--- src/rtl/sdram_port_arbiter.sv ---
// sdram_port_arbiter: shares the SDRAM controller access interface between NUM_PORTS ports.
// Round-robin by default; define SDRAM_ARB_FIXED_PRIO_EN for fixed priority (port 0 highest).
module sdram_port_arbiter #(
   parameter int NUM_PORTS   = 2,
   parameter int HOLD_CYCLES = 4
) (
   input  logic                    sdram_clk,
   input  logic                    sdram_rst_n,
   input  logic [NUM_PORTS*32-1:0] port_adr_i,
   input  logic [NUM_PORTS*16-1:0] port_dat_i,
   input  logic [NUM_PORTS*2-1:0]  port_sel_i,
   input  logic [NUM_PORTS-1:0]    port_acc_i,
   input  logic [NUM_PORTS-1:0]    port_we_i,
   output logic [NUM_PORTS-1:0]    port_ack_o,
   output logic [15:0]             port_dat_o,
   output logic [31:0]             adr_o,
   output logic [15:0]             dat_o,
   output logic [1:0]              sel_o,
   output logic                    acc_o,
   output logic                    we_o,
   input  logic                    ack_i,
   input  logic [15:0]             dat_i,
   output logic [2:0]              grant_o,
   output logic                    spurious_ack_o
);
   localparam int GW = (NUM_PORTS > 1) ? $clog2(NUM_PORTS) : 1;
   localparam int CW = (HOLD_CYCLES > 0) ? $clog2(HOLD_CYCLES + 1) : 1;
   localparam logic [CW-1:0] HOLD_INIT = (HOLD_CYCLES > 0) ? CW'(HOLD_CYCLES - 1) : '0;

   typedef enum logic [1:0] {IDLE, BUSY, HOLD} state_t;

   state_t        state_reg, state_next;
   logic [GW-1:0] grant_reg, grant_next;
   logic [CW-1:0] hold_cnt_reg, hold_cnt_next;
   logic          spurious_reg, spurious_next;
   logic [GW-1:0] winner;
   logic          any_req;
   logic          grant_acc;
   logic          live;

   assign any_req   = |port_acc_i;
   assign grant_acc = port_acc_i[grant_reg];

`ifdef SDRAM_ARB_FIXED_PRIO_EN
   always_comb begin
      winner = '0;
      for (int i = NUM_PORTS - 1; i >= 0; i--) begin
         if (port_acc_i[i]) winner = GW'(i);
      end
   end
`else
   localparam logic [GW-1:0] LAST_PORT = GW'(NUM_PORTS - 1);

   logic [GW-1:0] rr_ptr_reg, rr_ptr_next;
   logic [GW-1:0] grant_inc;
   logic          release_grant;

   // Search starts at rr_ptr and wraps, so the port just served goes last.
   always_comb begin
      logic found;
      int   idx;
      winner = '0;
      found  = 1'b0;
      idx    = 0;
      for (int i = 0; i < NUM_PORTS; i++) begin
         idx = int'(rr_ptr_reg) + i;
         if (idx >= NUM_PORTS) idx = idx - NUM_PORTS;
         if (!found && port_acc_i[idx]) begin
            winner = GW'(idx);
            found  = 1'b1;
         end
      end
   end

   assign grant_inc     = (grant_reg == LAST_PORT) ? '0 : grant_reg + 1'b1;
   assign release_grant = (state_reg != IDLE) && (state_next == IDLE);
   assign rr_ptr_next   = release_grant ? grant_inc : rr_ptr_reg;

   always_ff @(posedge sdram_clk or negedge sdram_rst_n) begin
      if (!sdram_rst_n) rr_ptr_reg <= '0;
      else              rr_ptr_reg <= rr_ptr_next;
   end
`endif

   always_ff @(posedge sdram_clk or negedge sdram_rst_n) begin
      if (!sdram_rst_n) begin
         state_reg    <= IDLE;
         grant_reg    <= '0;
         hold_cnt_reg <= '0;
         spurious_reg <= 1'b0;
      end else begin
         state_reg    <= state_next;
         grant_reg    <= grant_next;
         hold_cnt_reg <= hold_cnt_next;
         spurious_reg <= spurious_next;
      end
   end

   // HOLD keeps the grant across the acc gap between the two bursts of a refill.
   always_comb begin
      state_next    = state_reg;
      grant_next    = grant_reg;
      hold_cnt_next = hold_cnt_reg;
      case (state_reg)
         IDLE: begin
            if (any_req) begin
               state_next = BUSY;
               grant_next = winner;
            end
         end
         BUSY: begin
            if (!grant_acc) begin
               if (HOLD_CYCLES == 0) begin
                  state_next = IDLE;
               end else begin
                  state_next    = HOLD;
                  hold_cnt_next = HOLD_INIT;
               end
            end
         end
         HOLD: begin
            if (grant_acc)                 state_next    = BUSY;
            else if (hold_cnt_reg == '0)   state_next    = IDLE;
            else                           hold_cnt_next = hold_cnt_reg - 1'b1;
         end
         default: state_next = IDLE;
      endcase
   end

   assign spurious_next = spurious_reg | (ack_i & (state_reg != BUSY));

   // Muxes stay combinational: ports change adr/dat/sel in the ack cycle of split writes.
   always_comb begin
      live  = (state_reg == BUSY) || ((state_reg == HOLD) && grant_acc);
      acc_o = live & grant_acc;
      we_o  = live & port_we_i[grant_reg];
   end

   genvar gi;
   generate
      for (gi = 0; gi < NUM_PORTS; gi++) begin : g_ack
         assign port_ack_o[gi] = live && (grant_reg == GW'(gi)) && ack_i;
      end
   endgenerate

   assign adr_o          = port_adr_i[grant_reg*32 +: 32];
   assign dat_o          = port_dat_i[grant_reg*16 +: 16];
   assign sel_o          = port_sel_i[grant_reg*2 +: 2];
   assign port_dat_o     = dat_i;
   assign grant_o        = 3'(grant_reg);
   assign spurious_ack_o = spurious_reg;

endmodule

--- config.mk ---
export PLATFORM = sky130hd
export DESIGN_NAME = sdram_port_arbiter
export DESIGN_NICKNAME = d
export VERILOG_FILES = /design/src/rtl/sdram_port_arbiter.sv
export SDC_FILE = /design/constraint.sdc
export NUM_CORES = 1
export LEC_CHECK = 0
export ABC_AREA = 1
export BUFFER_PORTS_ARGS = -buffer_cell sky130_fd_sc_hd__buf_2
export CAP_MARGIN = 25
export CORE_MARGIN = 4
export CORE_UTILIZATION = 26
export DETAILED_ROUTE_END_ITERATION = 6
export PLACE_DENSITY_LB_ADDON = 0.05
export SKIP_CTS_REPAIR_TIMING = 1
export SLEW_MARGIN = 20
export SYNTH_ARGS = -nofsm -noshare
export SYNTH_HDL_FRONTEND = slang
export SYNTH_SLANG_ARGS = --single-unit
--- constraint.sdc ---
create_clock -name sdram_clk -period 1.21 [get_ports sdram_clk]
set_input_delay 0.3025 -clock sdram_clk [delete_from_list [all_inputs] [get_ports sdram_clk]]
set_output_delay 0.3025 -clock sdram_clk [all_outputs]
set_load 0.02 [all_outputs]
==> metrics <==
status=finished with violations; failing checks=negative setup slack; # port buffers=162; H-tree Lvls=1; largest net degree at the start of global routing=38; synthesized area per cell=5.153 sq um; Clock Skew=0.006335 ns; Post-DP Area=2288 sq um; CP max FO=4; GR Util met3=0.04292; WL final=between 5000 and 6000 um; n_diodes=0; number of flops mapped to enable cells by yosys=0; CP Cell Sequence=clkinv_4, nand2_4, nand2_4, nand2_4, nand2_4, nand2_2, nor2_4, buf_6; Top FF cell, synth=dfrtp_1; flops & latches, synth=8; Mapped Cells=around 250; CP startpoint kind=flip-flop; asr flop ratio synth=1.000; Sw Pwr=2.887 mW; DR iter-0 viols=31; synth top area cells=nand2_1, dfrtp_1, buf_4; Crit Path Class=reg2out; CP required=0.91 ns; GRT Max-Usage Layer=met2; synth cell count leaders=nand2_1, buf_4, buf_2; effective utilization at floorplan=0.2673; Max Fclk=roughly 0.64 GHz; Die X=77.68 um; Crit path largest cell delay=0.44 ns; WL/cell=11.33 um; clk_lat worst skew=0.23 ns; Die ar.=6034 sq um; CTS tree=built; area of the multi-input gates=1020 sq um; CP Buf/Inv Count=2; Seq/Total Area, Yosys=0.1586; first-pass GRT wire length=between 8000 and 9000 um; Final Hold Vio Count=0; post-DP HPWL=4439 um; Clock power frac=0.059; CORE AREA=4723 sq um; clock transition at the registers of the reported paths=0.04 ns; post-route cell area=2559 sq um; Int Pwr=2.655 mW; mux contribution to synthesized area=0; Synth cell types=21; nets@finish=approximately 530; Crit path top cell by count=nand2_4; largest family of logic cells by synthesized area=simple AND/OR/NAND/NOR gates; layout cells sized above 1=0.6617; DRC=0; Sequential Power Share=0.087; combinational share of power=0.854; Adder-Cell Fraction of Synth Area=0.01982; Vias=1,953; Compound-Gate Fraction of Synth Area=0.03171; Register Area=between 200 and 250 sq um; area grow syn2layout=102.7%; fin worst setup slack=-0.3614 ns; fillers=492; GRT Util Overall=0.1610; total gr overflow=0; initial antenna violation count=0; die height=77.68 um; GP Congestion=0.7968; I/O pin total=197; antenna viol nets, final=0; met1 Track Usage GR=0.1723; Lkg Pwr=1.572 nW; synth warn=0; CP endpoint kind=output pin; hold crit path type=in2reg; FP Rows=25; cell with the most instances after synthesis=nand2_1; Num CTS Buffers=3; Synth Area in Simple Gates=0.5808; met2 Use GR=0.3048; RSZ-0062 raised after global routing=true; Mapped Area=1262 sq um; leading area contributor after synthesis=nand2_1; Final setup viols=55; largest vdd supply drop=1.343 mV; setup TNS=-17.22 ns; DR pass1 iterations=4; clock tree buffer depth=2; Crit-path slowest cell=dfrtp_2; vias in the first global route=1,856; Sw Ratio=0.5209; CTS root buffer=clkbuf_8; clock sinks=8; final period utilization=1.299; pwr dens=approximately 2200 nW/um^2; Post-Synth XOR/XNOR Area=0.006938; Synth top area share=0.4936; number of flip-flops in the largest register=3; CP delay by family, top=flip-flops; max cap viols=0; Final min period=1.571 ns; detail-routed via count per cell=4.138; Slew Limit Fails=0; CP arrival=1.27 ns
[power by group through the flow]
stage / Combinational [mW] / Clock (mW) / Sequential, mW
global placement: 4.16 / 0 / 0.471
detailed placement: 4.17 / 0 / 0.471
floorplan: 2.86 / 0 / 0.436
CTS: 4.18 / 0.342 / 0.470
finish: 4.73 / 0.329 / 0.480
global route: 5.20 / 0.355 / 0.499
[placed cells by master (no fill, tap or decap), drive strengths merged]
cell type	count
a21o	1
buf	183
clkbuf	5
clkinv	1
conb	2
dfrtp	8
dlygate4sd3	1
ha	2
inv	11
nand2	171
nand3	4
nand4	1
nor2	8
o21ai	5
o31ai	1
xnor2	1
[worst paths after layout]
path                                              from                     endpoint  slack, ns  depth (start not counted)
min reg2reg                   spurious_ack_o$_DFF_PN0_     spurious_ack_o$_DFF_PN0_       0.46                          1
min                                              ack_i     spurious_ack_o$_DFF_PN0_       0.30                          2
max reg2reg                hold_cnt_reg[0]$_DFFE_PN0P_  hold_cnt_reg[2]$_DFFE_PN0P_       0.05                          9
max                              grant_reg$_DFFE_PN0P_                port_ack_o[1]      -0.36                          8
min in group asynchronous                  sdram_rst_n       state_reg[1]$_DFF_PN0_       0.45                          2
max in group asynchronous                  sdram_rst_n        grant_reg$_DFFE_PN0P_       0.58                          2
[per-layer routing]
metal / share of wire / routed length [um] / vias to the layer above
met5: 0 / 0 / -
met4: 0.017 / 93 / 0
met3: 0.089 / 476 / 10
met2: 0.54 / 2865 / 110
met1: 0.36 / 1915 / 805
li1: - / - / 1028
[logic make-up after synthesis]
kind of cell	count (synthesis)
adder cells (fa/ha/maj)	2
AO/OA/AOI/OAI	7
buffers and inverters	42
other	1
AND/OR/NAND/NOR	184
flip-flops	8
XOR/XNOR	1
[layout make-up]
type,instances,area share
Sequential cell,8,0.07873
Timing Repair Buffer,185,0.4518
Clock buffer,4,0.01760
Inverter,12,0.02054
Multi-Input combinational cell,196,0.3985
Tap cell,67,0.03276
[metrics by stage]
stage               total power, mW  setup slack [ns]  utilization  hold slack (ns)  std cells
floorplan                     3.299           -0.1284            -         0.006909        246
global placement              4.635           -0.1559       0.4845           0.1584        464
detailed placement            4.638           -0.1646       0.4845           0.1583        464
CTS                           4.995           -0.4235       0.4940         -0.08575        468
global route                  6.056           -0.4495       0.5417           0.3054        472
finish                        5.542           -0.3614       0.5417           0.3021        472
Power figures use the tool's default switching activity.
